`src/rtl/countdown_ctrl_pkg.sv`:
```
// Shared definitions for the watch countdown timer: state encoding, MM:SS
// limits and the display-digit wrap helper.
package countdown_ctrl_pkg;

    localparam logic [1:0] ST_IDLE   = 2'd0;
    localparam logic [1:0] ST_RUN    = 2'd1;
    localparam logic [1:0] ST_PAUSE  = 2'd2;
    localparam logic [1:0] ST_EXPIRE = 2'd3;

    localparam logic [5:0] MMSS_MAX  = 6'd59;

    typedef struct packed {
        logic [5:0] min;
        logic [5:0] sec;
    } mmss_t;

    // Minute/second field increment that rolls 59 back to 0 without carry.
    function automatic logic [5:0] wrap_inc(input logic [5:0] value);
        return (value >= MMSS_MAX) ? 6'd0 : value + 6'd1;
    endfunction

endpackage

```
`src/rtl/tick_div.sv`:
```
// Divide-by-N pulse counter: every Nth accepted input pulse yields a
// one-clock registered output pulse; freezing (en low) also drops that pulse.
module tick_div #(
    parameter int unsigned N = 1000
) (
    input  logic clk,
    input  logic reset_p,
    input  logic clr,
    input  logic en,
    input  logic in_tick,
    output logic out_tick
);

    localparam int unsigned   CW   = (N > 1) ? $clog2(N) : 1;
    localparam logic [CW-1:0] LAST = CW'(N - 1);

    logic [CW-1:0] count_q, count_d;
    logic          tick_q, tick_d;

    // NOTE: every output of this block gets a default first so no path infers a latch.
    always_comb begin
        count_d = count_q;
        tick_d  = 1'b0;
        if (clr) begin
            count_d = '0;
        end else if (en && in_tick) begin
            if (count_q == LAST) begin
                count_d = '0;
                tick_d  = 1'b1;
            end else begin
                count_d = count_q + 1'b1;
            end
        end
    end

    // NOTE: state registers are updated with non-blocking assignments only.
    always_ff @(posedge clk or posedge reset_p) begin
        if (reset_p) begin
            count_q <= '0;
            tick_q  <= 1'b0;
        end else begin
            count_q <= count_d;
            tick_q  <= tick_d;
        end
    end

    assign out_tick = tick_q;

endmodule

```
`src/rtl/countdown_ctrl.sv`:
```
// Timer-mode controller: cascades the 1 us tick to a 1 s tick and runs the
// IDLE/RUN/PAUSE/EXPIRE machine that counts the user-set MM:SS down to zero.
module countdown_ctrl
    import countdown_ctrl_pkg::*;
#(
    parameter int unsigned USEC_PER_MSEC = 1000,
    parameter int unsigned MSEC_PER_SEC  = 1000
) (
    input  logic       clk,
    input  logic       reset_p,
    input  logic       tick_usec,
    input  logic       btn_start,
    input  logic       btn_clear,
    input  logic       btn_min_inc,
    input  logic       btn_sec_inc,
    output logic [5:0] min,
    output logic [5:0] sec,
    output logic [1:0] state,
    output logic       alarm
);

    logic [1:0] state_q, state_d;
    mmss_t      time_q,  time_d;
    logic       alarm_q, alarm_d;

    logic       div_clr;
    logic       div_en;
    logic       msec_tick;
    logic       sec_tick;
    logic       time_nonzero;
    logic       last_second;

    assign time_nonzero = (time_q.min != 6'd0) || (time_q.sec != 6'd0);
    assign last_second  = (time_q.min == 6'd0) && (time_q.sec == 6'd1);

    // Dividers only advance in RUN, so a pause freezes the partial second.
    assign div_en  = (state_q == ST_RUN);
    assign div_clr = btn_clear || ((state_q == ST_IDLE) && btn_start && time_nonzero);

    tick_div #(
        .N (USEC_PER_MSEC)
    ) u_msec_div (
        .clk      (clk),
        .reset_p  (reset_p),
        .clr      (div_clr),
        .en       (div_en),
        .in_tick  (tick_usec),
        .out_tick (msec_tick)
    );

    tick_div #(
        .N (MSEC_PER_SEC)
    ) u_sec_div (
        .clk      (clk),
        .reset_p  (reset_p),
        .clr      (div_clr),
        .en       (div_en),
        .in_tick  (msec_tick),
        .out_tick (sec_tick)
    );

    always_comb begin
        state_d = state_q;
        time_d  = time_q;
        alarm_d = alarm_q;

        if (btn_clear) begin
            state_d = ST_IDLE;
            time_d  = '0;
            alarm_d = 1'b0;
        end else begin
            case (state_q)
                ST_IDLE: begin
                    if (btn_start) begin
                        if (time_nonzero) begin
                            state_d = ST_RUN;
                        end
                    end else begin
                        if (btn_min_inc) begin
                            time_d.min = wrap_inc(time_q.min);
                        end
                        if (btn_sec_inc) begin
                            time_d.sec = wrap_inc(time_q.sec);
                        end
                    end
                end

                ST_RUN: begin
                    if (sec_tick) begin
                        if (time_q.sec != 6'd0) begin
                            time_d.sec = time_q.sec - 6'd1;
                        end else if (time_q.min != 6'd0) begin
                            time_d.min = time_q.min - 6'd1;
                            time_d.sec = MMSS_MAX;
                        end
                    end
                    // Reaching 00:00 outranks a simultaneous pause request.
                    if (sec_tick && last_second) begin
                        state_d = ST_EXPIRE;
                        alarm_d = 1'b1;
                    end else if (btn_start) begin
                        state_d = ST_PAUSE;
                    end
                end

                ST_PAUSE: begin
                    if (btn_start) begin
                        state_d = ST_RUN;
                    end
                end

                ST_EXPIRE: begin
                    if (btn_start) begin
                        state_d = ST_IDLE;
                        alarm_d = 1'b0;
                    end
                end

                default: begin
                    state_d = ST_IDLE;
                end
            endcase
        end
    end

    always_ff @(posedge clk or posedge reset_p) begin
        if (reset_p) begin
            state_q <= ST_IDLE;
            time_q  <= '0;
            alarm_q <= 1'b0;
        end else begin
            state_q <= state_d;
            time_q  <= time_d;
            alarm_q <= alarm_d;
        end
    end

    assign min   = time_q.min;
    assign sec   = time_q.sec;
    assign state = state_q;
    assign alarm = alarm_q;

endmodule

```
`config.mk`:
```
export PLATFORM = sky130hd
export DESIGN_NAME = countdown_ctrl
export DESIGN_NICKNAME = d
export VERILOG_FILES = /design/src/rtl/countdown_ctrl_pkg.sv /design/src/rtl/tick_div.sv /design/src/rtl/countdown_ctrl.sv
export SDC_FILE = /design/constraint.sdc
export NUM_CORES = 1
export LEC_CHECK = 0
export CAP_MARGIN = 20
export CORE_MARGIN = 5
export CORE_UTILIZATION = 28
export DETAILED_ROUTE_END_ITERATION = 16
export GPL_TIMING_DRIVEN = 0
export PLACE_DENSITY_LB_ADDON = 0.05
export SLEW_MARGIN = 20
export SYNTH_ARGS = -nofsm -noshare
export SYNTH_HDL_FRONTEND = slang
export SYNTH_SLANG_ARGS = --single-unit
```
`constraint.sdc`:
```
create_clock -name clk -period 2.53 [get_ports clk]
set_input_delay 0.759 -clock clk [delete_from_list [all_inputs] [get_ports clk]]
set_output_delay 0.759 -clock clk [all_outputs]
set_load 0.05 [all_outputs]
```
==> qor.csv <==
stage,metric,value,unit
setup_path,Critical path origin,min[4]$_DFFE_PP0P_,
setup_path,arrival time at the worst endpoint,1670,ps
final_layout,signed area change from the synthesized netlist to the final layout,18.9,%
logic_synthesis,"Primary FF master, synth",sky130_fd_sc_hd__dfrtp_1,
sta,maximum operating frequency,411,MHz
logic_synthesis,number of different library cells in the post-synthesis netlist,62,
placement,number of buffer cells added on primary ports,21,
status,status,completed,
setup_path,critical path's top delay family,buffers and inverters,
logic_synthesis,top-count cell post-synth,sky130_fd_sc_hd__dfrtp_1,
pwr,power per cell area,639,mW/mm^2
route,Antenna Violating Nets Remaining,0,
global_routing,via count of the first global-routing pass,2091,
logic_synthesis,Synth Instances,274,
clock_network,clock root buffer,sky130_fd_sc_hd__clkbuf_8,
logic_synthesis,ranking of synthesized cells by instance count,"sky130_fd_sc_hd__dfrtp_1 (37), sky130_fd_sc_hd__nand2_1 (31), sky130_fd_sc_hd__nor2_1 (28)",
global_routing,antenna violations before repair,0,
logic_synthesis,top post-synthesis cells by area,"sky130_fd_sc_hd__dfrtp_1 (39%), sky130_fd_sc_hd__nand2_1 (4.9%), sky130_fd_sc_hd__nor2_1 (4.4%)",
sta,Min Hold Slack,481,ps
clock_network,Bufs on Longest Clock Path,2,
min_path,worst hold-check path type,flip-flop to flip-flop,
setup_path,launching element type of the critical path,flip-flop,
logic_synthesis,sequential element share of the synthesized area,38.8,%
min_path,launch point of the worst hold path,u_msec_div.count_q[9]$_DFFE_PP0P_,
sta,relative slew slack,38.7,%
flow_run,count of maximum capacitance violations,0,
global_routing,wire length of the first global-routing pass,11000,microns
route,Initial DRC Count,93,
global_routing,overall fraction of global-route tracks in use,13.3,%
route,final WL,6520,microns
setup_path,Worst Setup End Kind,output pin,
route,total number of vias,2210,
placement,Placer Congestion,0.772,
clock_network,TritonCTS clock tree,done,
setup_path,sequence of cells on the critical path,clkdlybuf4s50_1,
floorplan,Chip Height,102,microns
final_layout,total area of sequential cells,926,sq um
route,detailed-route wire length per cell,15.9,microns
floorplan,starting density of the core,28.9,%
sta,setup TNS,0,ps
setup_path,critical path type,flip-flop to output pin,
sta,Clock Skews,6.82,ps
sta,final critical-path share of the clock period,96.1,%
placement,half-perimeter wire length after placement,4490,microns
final_layout,Total Nets Final,317,
sta,final hold violation count,0,
global_routing,met3 track utilization from global routing,2.39,%
clock_network,number of hold buffers added after cts,0,
logic_synthesis,area share of the largest cell type after synthesis,38.8,%
logic_synthesis,YS warnings,0,
global_routing,global route overflow,0,
sta,transition time at the pin with the least slew margin,911,ps
logic_synthesis,area of the mapped netlist,0.00239,sq mm
setup_path,CP Max Fanout,8,
route,via/cell ratio,5.40,
floorplan,Die Area,0.0105,sq mm
global_routing,met1 global-route usage,19.3,%
floorplan,total core area,0.00826,sq mm
setup_path,crit-path max cell delay,860,ps
floorplan,I/O pin count,22,
global_routing,most used routing layer,met2,
logic_synthesis,average instance area after synthesis,8.72,sq um
clock_network,clock tree sinks,37,
route,number of design rule violations left after detail routing,0,
clock_network,Max H-tree Level,2,
clock_network,clock latency on the worst-skew pair,290,ps
setup_path,critical path required time,1770,ps
final_layout,multi-input logic area,0.00135,sq mm
setup_path,count of buffer and inverter cells on the critical path,1,
global_routing,pin count of the biggest net entering global routing,31,
global_routing,global-route track usage on met2,20.4,%
clock_network,clock buffers created by TritonCTS,5,
setup_path,Register-to-Register Setup Slack,450,ps
logic_synthesis,synthesized flop and latch total,37,
pwr,maximum resistive drop on vdd,286,uV
setup_path,master of the slowest instance on the critical path,sky130_fd_sc_hd__clkdlybuf4s50_1,
final_layout,Inserted Diodes,0,
logic_synthesis,Synth async-reset ratio,100,%
final_layout,share of cells above drive strength 1,9.54,%
clock_network,clock-pin slew of the registers on the worst-case setup and hold paths,90,ps
logic_synthesis,net count of the mapped netlist,288,
sta,Max Transition Viols Final,0,
route,number of search-and-repair iterations in the first detailed-routing pass,4,
final_layout,number of fill cells,888,
sta,Final setup viols,0,
pwr,leakage power of the design,0.00111,uW
setup_path,worst r2r src,state[1]$_DFFE_PP0P_,
floorplan,x dimension of the die,102,microns
sta,setup repair after global routing missed its margin,false,
sta,final critical-path required period,2430,ps
floorplan,number of cell rows,33,
logic_synthesis,most area-hungry cell type in the Yosys netlist,sky130_fd_sc_hd__dfrtp_1,
logic_synthesis,"EDFF count, synth",0,
-- cell usage in the layout, fill, tap and decap left out, drive strengths merged, types with 2 or more instances in the layout --
cell type	netlist	layout
nor2	28	28
nor4	5	5
o211ai	2	2
or3	3	3
a22oi	3	3
or4	3	3
buf	10	11
o31ai	6	6
a21oi	15	15
a41oi	4	4
a31o	2	2
ha	7	7
inv	6	6
nand2b	4	4
a32o	2	2
mux2i	2	2
nand4	9	9
nand2	31	31
nand3	12	12
o21ai	19	19
a311oi	7	7
or3b	2	2
xor2	4	4
clkdlybuf4s50	0	20
clkbuf	6	11
a211oi	2	2
clkinv	1	3
nor3	12	12
dfrtp	37	37
and2	4	4
and3	4	4
-- timing repair --
| action | CTS | global route |
|---|---|---|
| setup endpoints to repair | 0 | 1 |
| resized for setup | 0 | 1 |
| endpoints found under the hold margin | 0 | 0 |
| buffers inserted | 0 | 0 |
-- power by group --
| part | switching [uW] | total (uW) | internal [uW] |
|---|---|---|---|
| Sequential | 54.2 | 680 | 626 |
| Clock | 245 | 436 | 191 |
| Combinational | 457 | 698 | 241 |
| Total | 756 | 1810 | 1060 |
-- worst paths after layout --
check | cells after the start | end
min reg2reg | 1 | u_msec_div.count_q[9]$_DFFE_PP0P_
min | 1 | u_msec_div.count_q[9]$_DFFE_PP0P_
max in group asynchronous | 3 | sec[0]$_DFFE_PP0P_
max reg2reg | 7 | min[2]$_DFFE_PP0P_
min in group asynchronous | 2 | min[5]$_DFFE_PP0P_
max | 1 | min[4]
-- kinds of logic (layout without fill, tap and decap cells) --
family          after synthesis  count (layout)  synth area share, %
simple gates                123             123                 27.0
flops                        37              37                 38.8
fa+ha+maj                     8               8                 4.09
buf+inv                      23              53                 4.71
mux                           3               3                 1.31
xor+xnor                      5               5                 1.83
compound gates               75              75                 22.3
-- routing by layer --
layer	routed length [microns]	vias up
met3	243	5
met1	3380	1082
li1	-	1082
met2	2840	41
met4	56	0
met5	0	-
-- flip-flops by register name, indices dropped and copies added, names as in the netlist --
| register | count |
|---|---|
| u_sec_div.out_tick | 1 |
| sec | 6 |
| min | 6 |
| alarm | 1 |
| u_msec_div.out_tick | 1 |
| u_sec_div.count_q | 10 |
| u_msec_div.count_q | 10 |
| state | 2 |
-- through the flow --
step / cell area (sq um) / std cells / setup WS, ps / util (%) / power (uW)
final: 2840 / 409 / 97.7 / 34.4 / 1810
after global routing: 2840 / 409 / 55.0 / 34.4 / 1930
after CTS: 2840 / 409 / 26.1 / 34.3 / 1840
after detailed placement: 2750 / 401 / -140 / 33.3 / 1390
after global placement: 2730 / 400 / -142 / 33.1 / 1390
after floorplan: 2390 / 274 / 403 / - / 1180
-- final cells by class --
| cell class | count | area share (%) |
|---|---|---|
| Clock inverter | 3 | 0.617 |
| Timing Repair Buffer | 22 | 8.20 |
| Clock buffer | 5 | 2.42 |
| Inverter | 7 | 0.926 |
| Tap cell | 105 | 4.63 |
| Sequential cell | 37 | 32.6 |
| Buffer | 16 | 3.04 |
| Multi-Input combinational cell | 214 | 47.6 |
Power figures use the tool's default switching activity.
